===== config.mk =====
export PLATFORM = sky130hd
export DESIGN_NAME = i2c_cmd_sequencer_flat
export DESIGN_NICKNAME = d
export VERILOG_FILES = /design/src/rtl/i2c_cmd_sequencer_pkg.sv /design/src/rtl/i2c_cmd_sequencer_if.sv /design/src/rtl/i2c_byte_fifo.sv /design/src/rtl/i2c_cmd_sequencer.sv /design/src/flat_wrapper.sv
export SDC_FILE = /design/constraint.sdc
export NUM_CORES = 1
export LEC_CHECK = 0
export CORE_AREA = 4 4 90 92
export DETAILED_ROUTE_END_ITERATION = 10
export DIE_AREA = 0 0 94 96
export SKIP_CTS_REPAIR_TIMING = 1
export SYNTH_ARGS = -nofsm -noshare
export SYNTH_HDL_FRONTEND = slang
export SYNTH_SLANG_ARGS = --single-unit

===== constraint.sdc =====
create_clock -name i2c_clk -period 3.9 [get_ports i2c_clk]
set_input_delay 0.39 -clock i2c_clk [delete_from_list [all_inputs] [get_ports i2c_clk]]
set_output_delay 0.39 -clock i2c_clk [all_outputs]
set_load 0.01 [all_outputs]

===== src/rtl/i2c_cmd_sequencer_pkg.sv =====
// ---------------------------------------------------------------------------
// i2c_pkg -- shared types and constants for the I2C command sequencer slice.
//   ADDR_W      : width of a 7-bit I2C target address
//   ACK / NACK  : SDA level sampled in the acknowledge slot
//   byte_t      : one data byte
//   seq_state_e : sequencer FSM states
// ---------------------------------------------------------------------------
package i2c_pkg;

    localparam int ADDR_W = 7;

    localparam logic ACK  = 1'b0;
    localparam logic NACK = 1'b1;

    typedef logic [7:0] byte_t;

    typedef enum logic [2:0] {
        ST_IDLE,
        ST_START,
        ST_WAIT_AACK,
        ST_SEND,
        ST_WAIT_DACK,
        ST_STOP,
        ST_WAIT_IDLE,
        ST_FLUSH
    } seq_state_e;

endpackage


===== src/rtl/i2c_cmd_sequencer_if.sv =====
// ---------------------------------------------------------------------------
// i2c_cmd_sequencer_if -- host-side and master-side handshake bundle of the
// I2C command sequencer.
//   host   : wr_valid/wr_ready/wr_data (byte FIFO push),
//            cmd_valid/cmd_ready/cmd_addr/cmd_len (write command)
//   master : m_start/m_addr/m_rw/m_data/m_data_valid/m_data_take,
//            m_addr_ack/m_data_ack/m_ack_bit/m_stop/m_idle
//   status : busy, done, err, retry_cnt
// Modports:
//   slave  : the sequencer's view
//   master : the environment's view (host + bit-level master)
// ---------------------------------------------------------------------------
interface i2c_cmd_sequencer_if #(
    parameter int DEPTH = 4
);
    import i2c_pkg::*;

    localparam int LEN_W = $clog2(DEPTH) + 1;

    logic              wr_valid;
    logic              wr_ready;
    byte_t             wr_data;
    logic              cmd_valid;
    logic              cmd_ready;
    logic [ADDR_W-1:0] cmd_addr;
    logic [LEN_W-1:0]  cmd_len;
    logic              m_start;
    logic [ADDR_W-1:0] m_addr;
    logic              m_rw;
    byte_t             m_data;
    logic              m_data_valid;
    logic              m_data_take;
    logic              m_addr_ack;
    logic              m_data_ack;
    logic              m_ack_bit;
    logic              m_stop;
    logic              m_idle;
    logic              busy;
    logic              done;
    logic              err;
    logic [1:0]        retry_cnt;

    modport slave (
        input  wr_valid, wr_data, cmd_valid, cmd_addr, cmd_len,
               m_data_take, m_addr_ack, m_data_ack, m_ack_bit, m_idle,
        output wr_ready, cmd_ready, m_start, m_addr, m_rw, m_data,
               m_data_valid, m_stop, busy, done, err, retry_cnt
    );

    modport master (
        output wr_valid, wr_data, cmd_valid, cmd_addr, cmd_len,
               m_data_take, m_addr_ack, m_data_ack, m_ack_bit, m_idle,
        input  wr_ready, cmd_ready, m_start, m_addr, m_rw, m_data,
               m_data_valid, m_stop, busy, done, err, retry_cnt
    );

endinterface


===== src/rtl/i2c_byte_fifo.sv =====
// ---------------------------------------------------------------------------
// i2c_byte_fifo -- DEPTH x 8 synchronous FIFO with occupancy count.
//   i_clk, i_rst_n : clock, asynchronous active-low reset
//   i_push, i_data : write request and byte (ignored when full)
//   i_pop          : read request (ignored when empty)
//   o_data         : head byte, forced to 0 while empty
//   o_count        : entries held, 0..DEPTH
//   o_full/o_empty : occupancy flags
// DEPTH must be a power of two so the pointers wrap naturally.
// ---------------------------------------------------------------------------
module i2c_byte_fifo
    import i2c_pkg::*;
#(
    parameter int DEPTH = 4
) (
    input  logic                   i_clk,
    input  logic                   i_rst_n,
    input  logic                   i_push,
    input  byte_t                  i_data,
    input  logic                   i_pop,
    output byte_t                  o_data,
    output logic [$clog2(DEPTH):0] o_count,
    output logic                   o_full,
    output logic                   o_empty
);

    localparam int PTR_W = $clog2(DEPTH);

    byte_t              r_mem [DEPTH];
    logic [PTR_W-1:0]   r_wptr;
    logic [PTR_W-1:0]   r_rptr;
    logic [PTR_W:0]     r_count;
    logic               w_push;
    logic               w_pop;

    assign o_full  = (r_count == (PTR_W+1)'(DEPTH));
    assign o_empty = (r_count == '0);
    assign o_count = r_count;
    assign o_data  = o_empty ? '0 : r_mem[r_rptr];

    // Full blocks a push even if a pop happens in the same cycle.
    assign w_push = i_push && !o_full;
    assign w_pop  = i_pop && !o_empty;

    always_ff @(posedge i_clk or negedge i_rst_n) begin
        if (!i_rst_n) begin
            r_wptr  <= '0;
            r_rptr  <= '0;
            r_count <= '0;
        end else begin
            if (w_push) r_wptr <= r_wptr + PTR_W'(1);
            if (w_pop)  r_rptr <= r_rptr + PTR_W'(1);
            if (w_push && !w_pop)
                r_count <= r_count + (PTR_W+1)'(1);
            else if (w_pop && !w_push)
                r_count <= r_count - (PTR_W+1)'(1);
        end
    end

    // Storage carries no reset; o_data is masked while empty instead.
    always_ff @(posedge i_clk) begin
        if (w_push) r_mem[r_wptr] <= i_data;
    end

endmodule


===== src/rtl/i2c_cmd_sequencer.sv =====
// ---------------------------------------------------------------------------
// i2c_cmd_sequencer -- write-transaction sequencer in front of a bit-level
// I2C master. Buffers host bytes, accepts one write command at a time and
// walks the master through START / address / data / STOP, retrying the
// address phase on NACK and aborting on a data NACK.
//   i2c_clk : sole clock, rising edge
//   reset   : asynchronous, active-low
//   bus     : i2c_cmd_sequencer_if.slave (host, master and status signals)
// Parameters:
//   DEPTH     : FIFO bytes, power of two 2..16
//   MAX_RETRY : address re-attempts after the first NACK (fits retry_cnt)
// ---------------------------------------------------------------------------
module i2c_cmd_sequencer
    import i2c_pkg::*;
#(
    parameter int DEPTH     = 4,
    parameter int MAX_RETRY = 3
) (
    input  logic                  i2c_clk,
    input  logic                  reset,
    i2c_cmd_sequencer_if.slave    bus
);

    localparam int         LEN_W     = $clog2(DEPTH) + 1;
    localparam logic [1:0] RETRY_MAX = 2'(MAX_RETRY);

    seq_state_e         r_state;
    logic [ADDR_W-1:0]  r_addr;
    logic [LEN_W-1:0]   r_remaining;
    logic [1:0]         r_retry;
    logic               r_abort;
    logic               r_start;
    logic               r_stop;
    logic               r_dv;
    logic               r_done;
    logic               r_err;
    logic               r_busy;
    logic               r_armed;

    logic [LEN_W-1:0]   w_fifo_count;
    logic               w_full;
    logic               w_empty;
    byte_t              w_head;
    logic               w_push;
    logic               w_pop;
    logic               w_dv;
    logic               w_take;
    logic               w_flush;
    logic               w_cmd_ready;
    logic               w_accept;

    i2c_byte_fifo #(
        .DEPTH (DEPTH)
    ) u_fifo (
        .i_clk   (i2c_clk),
        .i_rst_n (reset),
        .i_push  (w_push),
        .i_data  (bus.wr_data),
        .i_pop   (w_pop),
        .o_data  (w_head),
        .o_count (w_fifo_count),
        .o_full  (w_full),
        .o_empty (w_empty)
    );

    assign w_push  = bus.wr_valid && !w_full;
    assign w_dv    = r_dv && !w_empty;
    assign w_take  = (r_state == ST_SEND) && w_dv && bus.m_data_take;
    assign w_flush = (r_state == ST_FLUSH) && (r_remaining != '0);
    assign w_pop   = w_take || w_flush;

    // r_armed keeps cmd_ready low while reset is held and for the first
    // cycle after release, so every output starts from 0.
    assign w_cmd_ready = r_armed && (r_state == ST_IDLE) && bus.m_idle &&
                         (w_fifo_count >= bus.cmd_len);
    assign w_accept    = bus.cmd_valid && w_cmd_ready;

    assign bus.wr_ready     = !w_full;
    assign bus.cmd_ready    = w_cmd_ready;
    assign bus.m_start      = r_start;
    assign bus.m_addr       = r_addr;
    assign bus.m_rw         = 1'b0;
    assign bus.m_data       = w_head;
    assign bus.m_data_valid = w_dv;
    assign bus.m_stop       = r_stop;
    assign bus.busy         = r_busy;
    assign bus.done         = r_done;
    assign bus.err          = r_err;
    assign bus.retry_cnt    = r_retry;

    // Pulse outputs are set on the transition into the state they belong
    // to, so each one is high for exactly the cycle that state occupies.
    always_ff @(posedge i2c_clk or negedge reset) begin
        if (!reset) begin
            r_state     <= ST_IDLE;
            r_addr      <= '0;
            r_remaining <= '0;
            r_retry     <= '0;
            r_abort     <= 1'b0;
            r_start     <= 1'b0;
            r_stop      <= 1'b0;
            r_dv        <= 1'b0;
            r_done      <= 1'b0;
            r_err       <= 1'b0;
            r_busy      <= 1'b0;
            r_armed     <= 1'b0;
        end else begin
            r_armed <= 1'b1;
            r_start <= 1'b0;
            r_stop  <= 1'b0;
            r_done  <= 1'b0;
            r_err   <= 1'b0;

            case (r_state)
                ST_IDLE: begin
                    if (w_accept) begin
                        r_addr      <= bus.cmd_addr;
                        r_remaining <= bus.cmd_len;
                        r_retry     <= '0;
                        r_abort     <= 1'b0;
                        r_start     <= 1'b1;
                        r_busy      <= 1'b1;
                        r_state     <= ST_START;
                    end
                end

                ST_START: begin
                    r_state <= ST_WAIT_AACK;
                end

                ST_WAIT_AACK: begin
                    if (bus.m_addr_ack) begin
                        if (bus.m_ack_bit == ACK) begin
                            if (r_remaining != '0) begin
                                r_dv    <= 1'b1;
                                r_state <= ST_SEND;
                            end else begin
                                r_stop  <= 1'b1;
                                r_state <= ST_STOP;
                            end
                        end else if (r_retry < RETRY_MAX) begin
                            r_retry <= r_retry + 2'd1;
                            r_start <= 1'b1;
                            r_state <= ST_START;
                        end else begin
                            r_abort <= 1'b1;
                            r_stop  <= 1'b1;
                            r_state <= ST_STOP;
                        end
                    end
                end

                ST_SEND: begin
                    if (w_take) begin
                        r_dv        <= 1'b0;
                        r_remaining <= r_remaining - LEN_W'(1);
                        r_state     <= ST_WAIT_DACK;
                    end
                end

                ST_WAIT_DACK: begin
                    if (bus.m_data_ack) begin
                        if (bus.m_ack_bit == NACK) begin
                            r_abort <= 1'b1;
                            r_stop  <= 1'b1;
                            r_state <= ST_STOP;
                        end else if (r_remaining != '0) begin
                            r_dv    <= 1'b1;
                            r_state <= ST_SEND;
                        end else begin
                            r_stop  <= 1'b1;
                            r_state <= ST_STOP;
                        end
                    end
                end

                ST_STOP: begin
                    r_state <= ST_WAIT_IDLE;
                end

                ST_WAIT_IDLE: begin
                    if (bus.m_idle) begin
                        if (r_remaining != '0) begin
                            // Unsent bytes only remain after an abort.
                            r_err   <= 1'b1;
                            r_state <= ST_FLUSH;
                        end else begin
                            r_done  <= !r_abort;
                            r_err   <= r_abort;
                            r_busy  <= 1'b0;
                            r_state <= ST_IDLE;
                        end
                    end
                end

                ST_FLUSH: begin
                    if (r_remaining != '0)
                        r_remaining <= r_remaining - LEN_W'(1);
                    if (r_remaining <= LEN_W'(1)) begin
                        r_busy  <= 1'b0;
                        r_state <= ST_IDLE;
                    end
                end

                default: begin
                    r_state <= ST_IDLE;
                end
            endcase
        end
    end

endmodule

===== src/flat_wrapper.sv =====
// flat-port wrapper written by rule: the top's interface ports become plain ports
module i2c_cmd_sequencer_flat import i2c_pkg::*;
#(
    parameter int DEPTH     = 4,
    parameter int MAX_RETRY = 3
)
  (i2c_clk, reset, bus_wr_valid, bus_wr_data, bus_cmd_valid, bus_cmd_addr, bus_cmd_len, bus_m_data_take, bus_m_addr_ack, bus_m_data_ack, bus_m_ack_bit, bus_m_idle, bus_wr_ready, bus_cmd_ready, bus_m_start, bus_m_addr, bus_m_rw, bus_m_data, bus_m_data_valid, bus_m_stop, bus_busy, bus_done, bus_err, bus_retry_cnt);
  i2c_cmd_sequencer_if #(.DEPTH(DEPTH)) bus_i ();
  input  logic i2c_clk;
  input  logic reset;
  input wire logic [$bits(bus_i.wr_valid)-1:0] bus_wr_valid;
  input wire logic [$bits(bus_i.wr_data)-1:0] bus_wr_data;
  input wire logic [$bits(bus_i.cmd_valid)-1:0] bus_cmd_valid;
  input wire logic [$bits(bus_i.cmd_addr)-1:0] bus_cmd_addr;
  input wire logic [$bits(bus_i.cmd_len)-1:0] bus_cmd_len;
  input wire logic [$bits(bus_i.m_data_take)-1:0] bus_m_data_take;
  input wire logic [$bits(bus_i.m_addr_ack)-1:0] bus_m_addr_ack;
  input wire logic [$bits(bus_i.m_data_ack)-1:0] bus_m_data_ack;
  input wire logic [$bits(bus_i.m_ack_bit)-1:0] bus_m_ack_bit;
  input wire logic [$bits(bus_i.m_idle)-1:0] bus_m_idle;
  output wire logic [$bits(bus_i.wr_ready)-1:0] bus_wr_ready;
  output wire logic [$bits(bus_i.cmd_ready)-1:0] bus_cmd_ready;
  output wire logic [$bits(bus_i.m_start)-1:0] bus_m_start;
  output wire logic [$bits(bus_i.m_addr)-1:0] bus_m_addr;
  output wire logic [$bits(bus_i.m_rw)-1:0] bus_m_rw;
  output wire logic [$bits(bus_i.m_data)-1:0] bus_m_data;
  output wire logic [$bits(bus_i.m_data_valid)-1:0] bus_m_data_valid;
  output wire logic [$bits(bus_i.m_stop)-1:0] bus_m_stop;
  output wire logic [$bits(bus_i.busy)-1:0] bus_busy;
  output wire logic [$bits(bus_i.done)-1:0] bus_done;
  output wire logic [$bits(bus_i.err)-1:0] bus_err;
  output wire logic [$bits(bus_i.retry_cnt)-1:0] bus_retry_cnt;
  assign bus_i.wr_valid = bus_wr_valid;
  assign bus_i.wr_data = bus_wr_data;
  assign bus_i.cmd_valid = bus_cmd_valid;
  assign bus_i.cmd_addr = bus_cmd_addr;
  assign bus_i.cmd_len = bus_cmd_len;
  assign bus_i.m_data_take = bus_m_data_take;
  assign bus_i.m_addr_ack = bus_m_addr_ack;
  assign bus_i.m_data_ack = bus_m_data_ack;
  assign bus_i.m_ack_bit = bus_m_ack_bit;
  assign bus_i.m_idle = bus_m_idle;
  assign bus_wr_ready = bus_i.wr_ready;
  assign bus_cmd_ready = bus_i.cmd_ready;
  assign bus_m_start = bus_i.m_start;
  assign bus_m_addr = bus_i.m_addr;
  assign bus_m_rw = bus_i.m_rw;
  assign bus_m_data = bus_i.m_data;
  assign bus_m_data_valid = bus_i.m_data_valid;
  assign bus_m_stop = bus_i.m_stop;
  assign bus_busy = bus_i.busy;
  assign bus_done = bus_i.done;
  assign bus_err = bus_i.err;
  assign bus_retry_cnt = bus_i.retry_cnt;
  i2c_cmd_sequencer #(.DEPTH(DEPTH), .MAX_RETRY(MAX_RETRY)) u_core (.i2c_clk(i2c_clk), .reset(reset), .bus(bus_i));
endmodule

## Word level (Yosys, flattened, before mapping)

Memory sizes are Yosys's and may differ from the RTL's.
Cells that the tools add are included.

| storage, ports and cells | value |
|---|---|
| bits in registers | 30 |
| memory bits (writable) | 32 |
| bits of input ports | 27 |
| output and inout bits | 26 |
| word-level logic and storage cells | 142 |
| memories kept | 1 |

| cells by class | value |
|---|---|
| add/sub/neg operators | 6 |
| magnitude comparators | 3 |
| equality and inequality tests | 20 |
| muxes and demuxes | 62 |
| reductions and logical operators | 35 |

Memories:

| memory | depth | bits a word | read ports | clocked after memory_dff | wr ports | line | source |
|---|---|---|---|---|---|---|---|
| u_core.u_fifo.r_mem | 4 | 8 | 1 | 0 | 1 | i2c_byte_fifo.sv:29 | `byte_t r_mem [DEPTH];` |

Operators with widths:

| cell | number |
|---|---|
| $mux W3 | 16 |
| $mux W1 | 33 |
| $pmux W3 S8 | 1 |
| $ne A2 B2 Y1 const B | 9 |
| $eq A3 B3 Y1 const B | 5 |
| $reduce_bool A3 Y1 | 5 |
| $logic_and A1 B1 Y1 | 13 |
| $reduce_and A5 Y1 | 2 |
| $pmux W1 S3 | 3 |
| $pmux W3 S3 | 1 |
| $mux W2 | 4 |
| $mux W8 | 1 |
| $reduce_and A4 Y1 | 2 |
| $reduce_and A7 Y1 | 1 |
| $add A2 B1 Y2 const B | 3 |
| $eq A3 B2 Y1 const B | 2 |
| $logic_not A3 Y1 | 2 |
| $ne A2 B1 Y1 const B | 3 |
| $reduce_and A6 Y1 | 1 |
| $sub A3 B1 Y3 const B | 2 |
| $logic_not A1 Y1 | 5 |
| $pmux W1 S2 | 2 |
| $pmux W2 S2 | 1 |
| $reduce_bool A2 Y1 | 2 |
| 7 further kinds | 7 |

## Logic depth before layout (Yosys ltp)

Gate-level depths: netlist of run 1.

| depth | value |
|---|---|
| word-level depth | 10 |
| mapped depth | 12 |
| mapped depth without buffers | 12 |

## By module

A second synthesis of run 1 with hierarchy kept.

| second synthesis, totals | value |
|---|---|
| cell total of the unflattened synthesis | 232 |
| area total of the unflattened synthesis | 3042.9 µm² |

Modules (own cells, without submodules):

| module | times used | cells each | area an instance (µm²) | seq. area each (µm²) |
|---|---|---|---|---|
| i2c_byte_fifo | 1 | 87 | 1642.8 | 1136.1 |
| i2c_cmd_sequencer | 1 | 145 | 1400.1 | 575.6 |

## Least setup slack after synthesis of run 1

OpenSTA, ideal clock, no wires.

| timing path | value |
|---|---|
| path type | flip-flop to flip-flop |
| start | register u_core.r_remaining[0] |
| end | register u_core.u_fifo.r_count[1] (netlist: u_core.u_fifo.o_count[1]) |
| setup time | 0.125 ns |
| arrival time | 2.243 ns |
| data required time | 3.775 ns |
| slack | 1.533 ns |
| stages on the path, launching flop included | 11 |
| buffers on the path | 0 |
| clock period less this slack | 2.367 ns |
| path through | dfrtp_1 -> inv_1 -> ha_1 -> nor2b_1 -> mux2_2 -> nor3_2 -> inv_1 -> ha_1 -> inv_1 -> fa_1 -> mux2_2 |

| on the way | value |
|---|---|
| longest elaborated chain between the ends | 7 |
| elaborated cells between the ends (all ways) | 9 |
| those cells by class | 1 x mux; 8 x reduce/logical |

RTL lines:

| item | line | source |
|---|---|---|
| from (decl) | i2c_cmd_sequencer.sv:29 | `logic [LEN_W-1:0] r_remaining;` |
| from (signal assigned) | i2c_cmd_sequencer.sv:118 | `r_remaining <= bus.cmd_len;` |
| from (signal assigned) | i2c_cmd_sequencer.sv:156 | `r_remaining <= r_remaining - LEN_W'(1);` |
| from (signal assigned) | i2c_cmd_sequencer.sv:198 | `r_remaining <= r_remaining - LEN_W'(1);` |
| $reduce_bool A3 Y1 (*) | i2c_cmd_sequencer.sv:69 | `assign w_flush = (r_state == ST_FLUSH) && (r_remaining != '0);` |
| $logic_and A1 B1 Y1 (*) | i2c_cmd_sequencer.sv:69 |  |
| $logic_or A1 B1 Y1 (*) | i2c_cmd_sequencer.sv:70 | `assign w_pop = w_take \|\| w_flush;` |
| $logic_and A1 B1 Y1 (*) | i2c_byte_fifo.sv:43 | `assign w_pop = i_pop && !o_empty;` |
| $logic_not A1 Y1 | i2c_byte_fifo.sv:53 | `if (w_push && !w_pop)` |
| $logic_and A1 B1 Y1 | i2c_byte_fifo.sv:53 |  |
| $mux W3 / $reduce_bool A2 Y1 (equally long branches) | -- |  |
| to (signal assigned) | i2c_byte_fifo.sv:54 | `r_count <= r_count + (PTR_W+1)'(1);` |
| to (signal assigned) | i2c_byte_fifo.sv:56 | `r_count <= r_count - (PTR_W+1)'(1);` |
| to (decl) | i2c_byte_fifo.sv:32 | `logic [PTR_W:0] r_count;` |

Mark *: on every way between the ends. The rest lies on a longest branch, timed or not.
A chain may end at the register's enable or synchronous reset.

## Final worst setup path of run 1

| timing path | value |
|---|---|
| start | input port bus_cmd_len[2] |
| end | output port bus_cmd_ready |

| on the way | value |
|---|---|
| longest elaborated chain between the ends | 2 |

RTL lines:

| item | line | source |
|---|---|---|
| from (decl) | flat_wrapper.sv:15 | `input wire logic [$bits(bus_i.cmd_len)-1:0] bus_cmd_len;` |
| $ge A3 B3 Y1 | i2c_cmd_sequencer.sv:75 | `(w_fifo_count >= bus.cmd_len);` |
| $logic_and A1 B1 Y1 | i2c_cmd_sequencer.sv:74 | `assign w_cmd_ready = r_armed && (r_state == ST_IDLE) && bus.m_idle &&` |
| to (decl) | flat_wrapper.sv:22 | `output wire logic [$bits(bus_i.cmd_ready)-1:0] bus_cmd_ready;` |

Every way passes these cells.

==> flow_summary.yaml, run 1 <==
clocking:
  clockBufferDepth: 2
  tritoncts: "yes"
  clock-sinks: 62
  path_clk_slew_ps: 70
  htreeDepth: 3
  clk_latency_ps: 330
  numCtsBuffers: 9
  cts_root_buf: "clkbuf_8"
worst_setup_path:
  start_kind: "input pin"
  path_delay_family: "buffers and inverters"
  crit_path_end_kind: "output port"
  slowest_delay_ps: 480
  crit_chain: "clkdlybuf4s50_1 > inv_1 > ha_1 > a21o_1 > a31oi_1 > and4b_1 > clkdlybuf4s50_1"
  worstPathArrival_ps: 2310
  slowest_stage: "clkdlybuf4s50_1"
  crit_type: "in2out"
  required_ps: 3510
  critPathMostFrequentCell: "clkdlybuf4s50_1"
  crit_buf_inv: 3
  critPathMaxFanout: 3
pwr:
  power_frac_seq: 0.390
  p_clk_frac: 0.201
  comb_power_share: 0.410
  power.switching_uw: 980.8
  p_leak_nw: 1.502
  p_sw_frac: 0.3475
  pwr_density_cell_mw_per_mm2: 750.7
  p_int_mw: 1.842
  ir_drop_mv: 0.2918
floorplan:
  die_h_um: 96
  die_area_mm2: 0.009024
  rows: 31
  die_w_um: 94
  core_mm2: 0.007214
  start_util: 0.4093
  io_pins: 53
sta:
  fin_ws_ps: 1201
  finalHoldViolCount: 0
  skew_ps: 8.302
  timing.final.crit_share: 0.6920
  fmax_ghz: 0.3706
  rsz0062_at_grt: "no"
  slew_headroom: 0.4477
  finalSetupViolations: 0
  finalMaxSlewViolations: 0
  tns_ps: 0
  worstMarginPinSlew_ps: 824.9
  finalCriticalPeriod_ps: 2699
synth:
  ys.flop_type: "edfxtp_1"
  synth_cells: 223
  syn-num-nets: 263
  synth-seq-cells: 62
  synthArstFlopShare: 0.4839
  syn-mean-instance-area_um2: 13.24
  synthTopCellsByCount: "edfxtp_1, dfrtp_1, inv_1"
  ys_types: 48
  synth_area_mm2: 0.002953
  synth_area_leaders: "edfxtp_1, dfrtp_1, mux4_2"
  synth_top_cell_by_area: "edfxtp_1"
  synth-edff-count: 32
  ys_warn_count: 0
  yosysTopAreaCellShare: 0.3254
  synth.most_common_cell: "edfxtp_1"
  ys_seq_area_frac: 0.5797
cells_and_area:
  fillCellCount: 653
  final_layout_size_suffix_gt1_frac: 0.1514
  fin_nets: 319
  antennaDiodeCount: 0
  syn_to_final_growth_pct: 27.33
  final_cells: 383
routing:
  dr.pass1.iters: 4
  drc: 0
  avgViaCountPerCell: 4.885
  drt_wl_total_mm: 5.627
  drt.antenna.violating_nets: 0
  routedWlPerCell_um: 14.69
  drt-initial-drc-count: 53
  num_vias: 1871
global_routing:
  grt_pass1_vias: 1923
  grt_pass1_wl_mm: 9.384
  antenna_found_initial: 0
  overflow: 0
  grt_start_max_net_pins: 31
  grt_usage: 0.1381
placed_design:
  dp_hpwl_mm: 3.935
  gp_congestion: 0.7745
  placedCellCount: 367
  place_ws_ps: 1189
  io_buffers: 51
min_path:
  min_path_type: "in2async"
outcome:
  outcome: "finished clean"
flow_run:
  maxCapViolCount: 0
==> final cells by class <==
| cell class | instances | area (um^2) | area share |
|---|---|---|---|
| Timing Repair Buffer | 53 | 525.5 | 0.1398 |
| Clock buffer | 11 | 141.4 | 0.03760 |
| Sequential cell | 62 | 1712 | 0.4552 |
| Inverter | 15 | 56.30 | 0.01498 |
| Multi-Input combinational cell | 138 | 1141 | 0.3035 |
| Clock inverter | 5 | 60.06 | 0.01597 |
| Tap cell | 99 | 123.9 | 0.03295 |
==> power by group through the flow <==
stage          clock network, mW  logic, mW  registers (mW)
2_1_floorplan                  0      0.815            1.02
3_3_place_gp                   0       1.16            1.11
3_5_place_dp                   0       1.17            1.12
4_1_cts                    0.583       1.17            1.11
5_1_grt                    0.607       1.29            1.14
6_report                   0.566       1.16            1.10
==> cells by family after synthesis <==
family,share of synthesized area
adders and majority gates,0.05763
muxes,0.1055
xor gates and xnor gates,0.01780
DFF,0.5797
AOI/OAI and AO/OA,0.09111
buffers and inverters,0.03390
other,0.002543
and+or+nand+nor,0.1119
==> state kept, by name, summed over array words and instances (netlist names), 2 cells and up <==
register	flops
u_core.bus.m_addr	7
u_core.bus.retry_cnt	2
u_core.u_fifo.r_wptr	2
u_core.r_state	3
u_core.r_remaining	3
u_core.u_fifo.o_count	3
u_core.u_fifo.r_mem	32
u_core.u_fifo.r_rptr	2
==> layout by cell type, fill, tap and decap left out, types with 8 or more instances in the layout <==
master,netlist,routed
mux2_2,9,9
mux4_2,8,8
clkdlybuf4s50_1,0,51
nor2_1,13,13
ha_1,12,12
clkbuf_8,0,10
o21ai_0,9,9
nand2_1,11,11
nor2b_1,12,12
edfxtp_1,32,32
dfrtp_1,30,30
a21oi_1,8,8
inv_1,14,14
==> layer usage <==
| metal | wire, um | share of wire | track usage |
|---|---|---|---|
| met5 | 0 | 0 | 0 |
| met4 | 126 | 0.022 | 0.07581 |
| met3 | 215 | 0.038 | 0.02815 |
| met2 | 2622 | 0.47 | 0.2141 |
| met1 | 2663 | 0.47 | 0.1821 |
==> worst paths after layout <==
path | start | endpoint | slack (ps) | cells after the start
min in group i2c_clk | u_core.r_abort | u_core.bus.done | 490 | 1
worst min register to register | u_core.r_abort | u_core.bus.done | 490 | 1
worst min-delay path | reset | u_core.r_abort | 450 | 2
max in group asynchronous | reset | u_core.r_remaining[2] | 3170 | 2
worst max register to register | u_core.r_remaining[0] | u_core.u_fifo.o_count[1] | 1350 | 10
worst max-delay path | bus_cmd_len[2] | bus_cmd_ready | 1200 | 7
==> metrics by stage <==
step           utilization  power [mW]  instance area (um^2)  hold slack, ps
3_5_place_dp        0.4932       2.288                  3558           484.4
4_1_cts             0.5212       2.863                  3760           447.5
2_1_floorplan            -       1.840                  2953           94.41
3_3_place_gp        0.4932       2.271                  3558           471.3
6_report            0.5212       2.823                  3760           448.1
5_1_grt             0.5212       3.037                  3760           486.5
No activity file was read; power rests on OpenSTA's default activity.
==> inputs of run 2 (changes only) <==
==> constraint.sdc (replaced) <==
create_clock -name i2c_clk -period 2.7 [get_ports i2c_clk]
set_input_delay 0.27 -clock i2c_clk [delete_from_list [all_inputs] [get_ports i2c_clk]]
set_output_delay 0.27 -clock i2c_clk [all_outputs]
set_load 0.01 [all_outputs]
==> run 2 against run 1 <==
Global-route usage rose by 0.079 points; total power rose by 47%; critical endpoint unchanged; highest routed layer unchanged; via count rose by 1.0%; die area did not move; critical path type is now reg2out.
==> flow_summary.yaml, run 2 (same netlist as run 1, synthesis figures left out) <==
floorplan:
  io_pins: 53
  core_mm2: 0.007214
  die_h_um: 96
  rows: 31
  die_area_mm2: 0.009024
  start_util: 0.4093
  die_w_um: 94
sta:
  tns_ps: 0
  timing.final.crit_share: 0.9325
  finalCriticalPeriod_ps: 2518
  fmax_ghz: 0.3972
  skew_ps: 10.46
  rsz0062_at_grt: "no"
  slew_headroom: 0.4564
  finalHoldViolCount: 0
  worst_hold_slack_ps: 320.5
  finalSetupViolations: 0
  worstMarginPinSlew_ps: 811.9
  finalMaxSlewViolations: 0
worst_setup_path:
  crit_chain: "inv_1 > ha_1 > nand2b_1 > a31oi_1 > and4b_1 > clkdlybuf4s50_1"
  crit_end: "bus_cmd_ready"
  startpoint: "u_core.u_fifo.o_count[0]"
  path_delay_family: "buffers and inverters"
  slowest_stage: "dfrtp_1"
  worstPathArrival_ps: 2250
  reg2reg_from: "u_core.r_remaining[0]"
  critical_path.reg2reg.endpoint: "u_core.u_fifo.o_count[1]"
  cp.depth: 6
  critPathMaxFanout: 5
  r2r_cells: 10
  r2r_slack_ps: 290
  slowest_delay_ps: 480
  crit_path_end_kind: "output port"
  required_ps: 2430
  crit_type: "reg2out"
  start_kind: "flip-flop"
  crit_buf_inv: 2
outcome:
  outcome: "finished clean"
pwr:
  p_leak_nw: 1.539
  ir_drop_mv: 0.4602
  pwr_density_cell_mw_per_mm2: 1088
routing:
  drt.antenna.violating_nets: 0
  num_vias: 1890
  routedWlPerCell_um: 14.38
  drc: 0
  dr.pass1.iters: 4
  drt-initial-drc-count: 87
  avgViaCountPerCell: 4.846
  drt_wl_total_mm: 5.610
clocking:
  clk_latency_ps: 340
  clock-sinks: 62
  path_clk_slew_ps: 70
  clockBufferDepth: 2
  cts_root_buf: "clkbuf_8"
  tritoncts: "yes"
  htreeDepth: 3
  numCtsBuffers: 9
cells_and_area:
  fin_nets: 326
  final_common_cell: "clkdlybuf4s50_1"
  layout_common_cells: "clkdlybuf4s50_1, edfxtp_1, dfrtp_1, inv_1, nor2_1"
  seq_area_mm2: 0.001712
  syn_to_final_growth_pct: 28.98
  regMostFlops: "u_core.u_fifo.r_mem"
  final_layout_size_suffix_gt1_frac: 0.1718
  antennaDiodeCount: 0
  fillCellCount: 670
  multiInputGateArea_mm2: 0.001141
  largest_reg_flops: 32
placed_design:
  gp_congestion: 0.7853
  dp_hpwl_mm: 4.018
  io_buffers: 51
global_routing:
  grtUsageMet2: 0.2129
  antenna_found_initial: 0
  grt_start_max_net_pins: 31
  grt.busiest_layer: "met2"
  grt.met3_usage: 0.04222
  grt_pass1_vias: 1905
  overflow: 0
  met1_usage: 0.1810
  grt_pass1_wl_mm: 9.301
  grt_usage: 0.1389
flow_run:
  maxCapViolCount: 0
min_path:
  min_path_type: "in2async"
run 2: cell types whose count changed in the layout (fill, tap and decap cells not counted), sizes merged:
cell	change
buf	+7
clkbuf	-2
clkinv	+2
clkinvlp	-1
inv	+1
run 2: cell type report:
type / count / share of cell area
inverter: 15 / 0.01478
multi-input combinational: 138 / 0.2996
clock buffer: 9 / 0.03252
sequential: 62 / 0.4494
clock inverter: 7 / 0.01938
tap: 99 / 0.03252
timing repair buffer: 60 / 0.1518
run 2: worst min-delay path by stage:
stage / startpoint / to / slack, ps / depth (start not counted)
final: reset / u_core.bus.busy / 320 / 2
after global placement: u_core.r_abort / u_core.bus.done / 470 / 1
after detailed placement: u_core.r_abort / u_core.bus.done / 470 / 1
after CTS: reset / u_core.bus.m_addr[3] / 320 / 2
after global routing: reset / u_core.bus.m_addr[3] / 350 / 2
after floorplan: reset / u_core.bus.busy / -30 / 0
run 2: metrics by stage:
step	worst slack [ps]	utilization	cell area, um^2	power, mW	instances
after floorplan	332.6	-	2953	2.657	223
after global placement	226.0	0.5005	3611	3.354	374
after detailed placement	161.4	0.5005	3611	3.379	374
after CTS	135.5	0.5279	3809	4.212	390
after global routing	1.675	0.5279	3809	4.471	390
final	182.2	0.5279	3809	4.143	390
run 2: routing by layer:
metal / vias to the layer above / wire length (um)
met5: - / 0
met4: 0 / 120
met3: 10 / 244
met2: 36 / 2626
met1: 910 / 2618
li1: 934 / -
run 2: report_power, final:
| part | internal [mW] | switching, mW | total, mW | leakage, nW |
|---|---|---|---|---|
| Sequential | 1.29 | 0.219 | 1.51 | 0.664 |
| Clock | 0.429 | 0.381 | 0.810 | 0.101 |
| Combinational | 0.979 | 0.841 | 1.82 | 0.774 |
| Total | 2.70 | 1.44 | 4.14 | 1.54 |
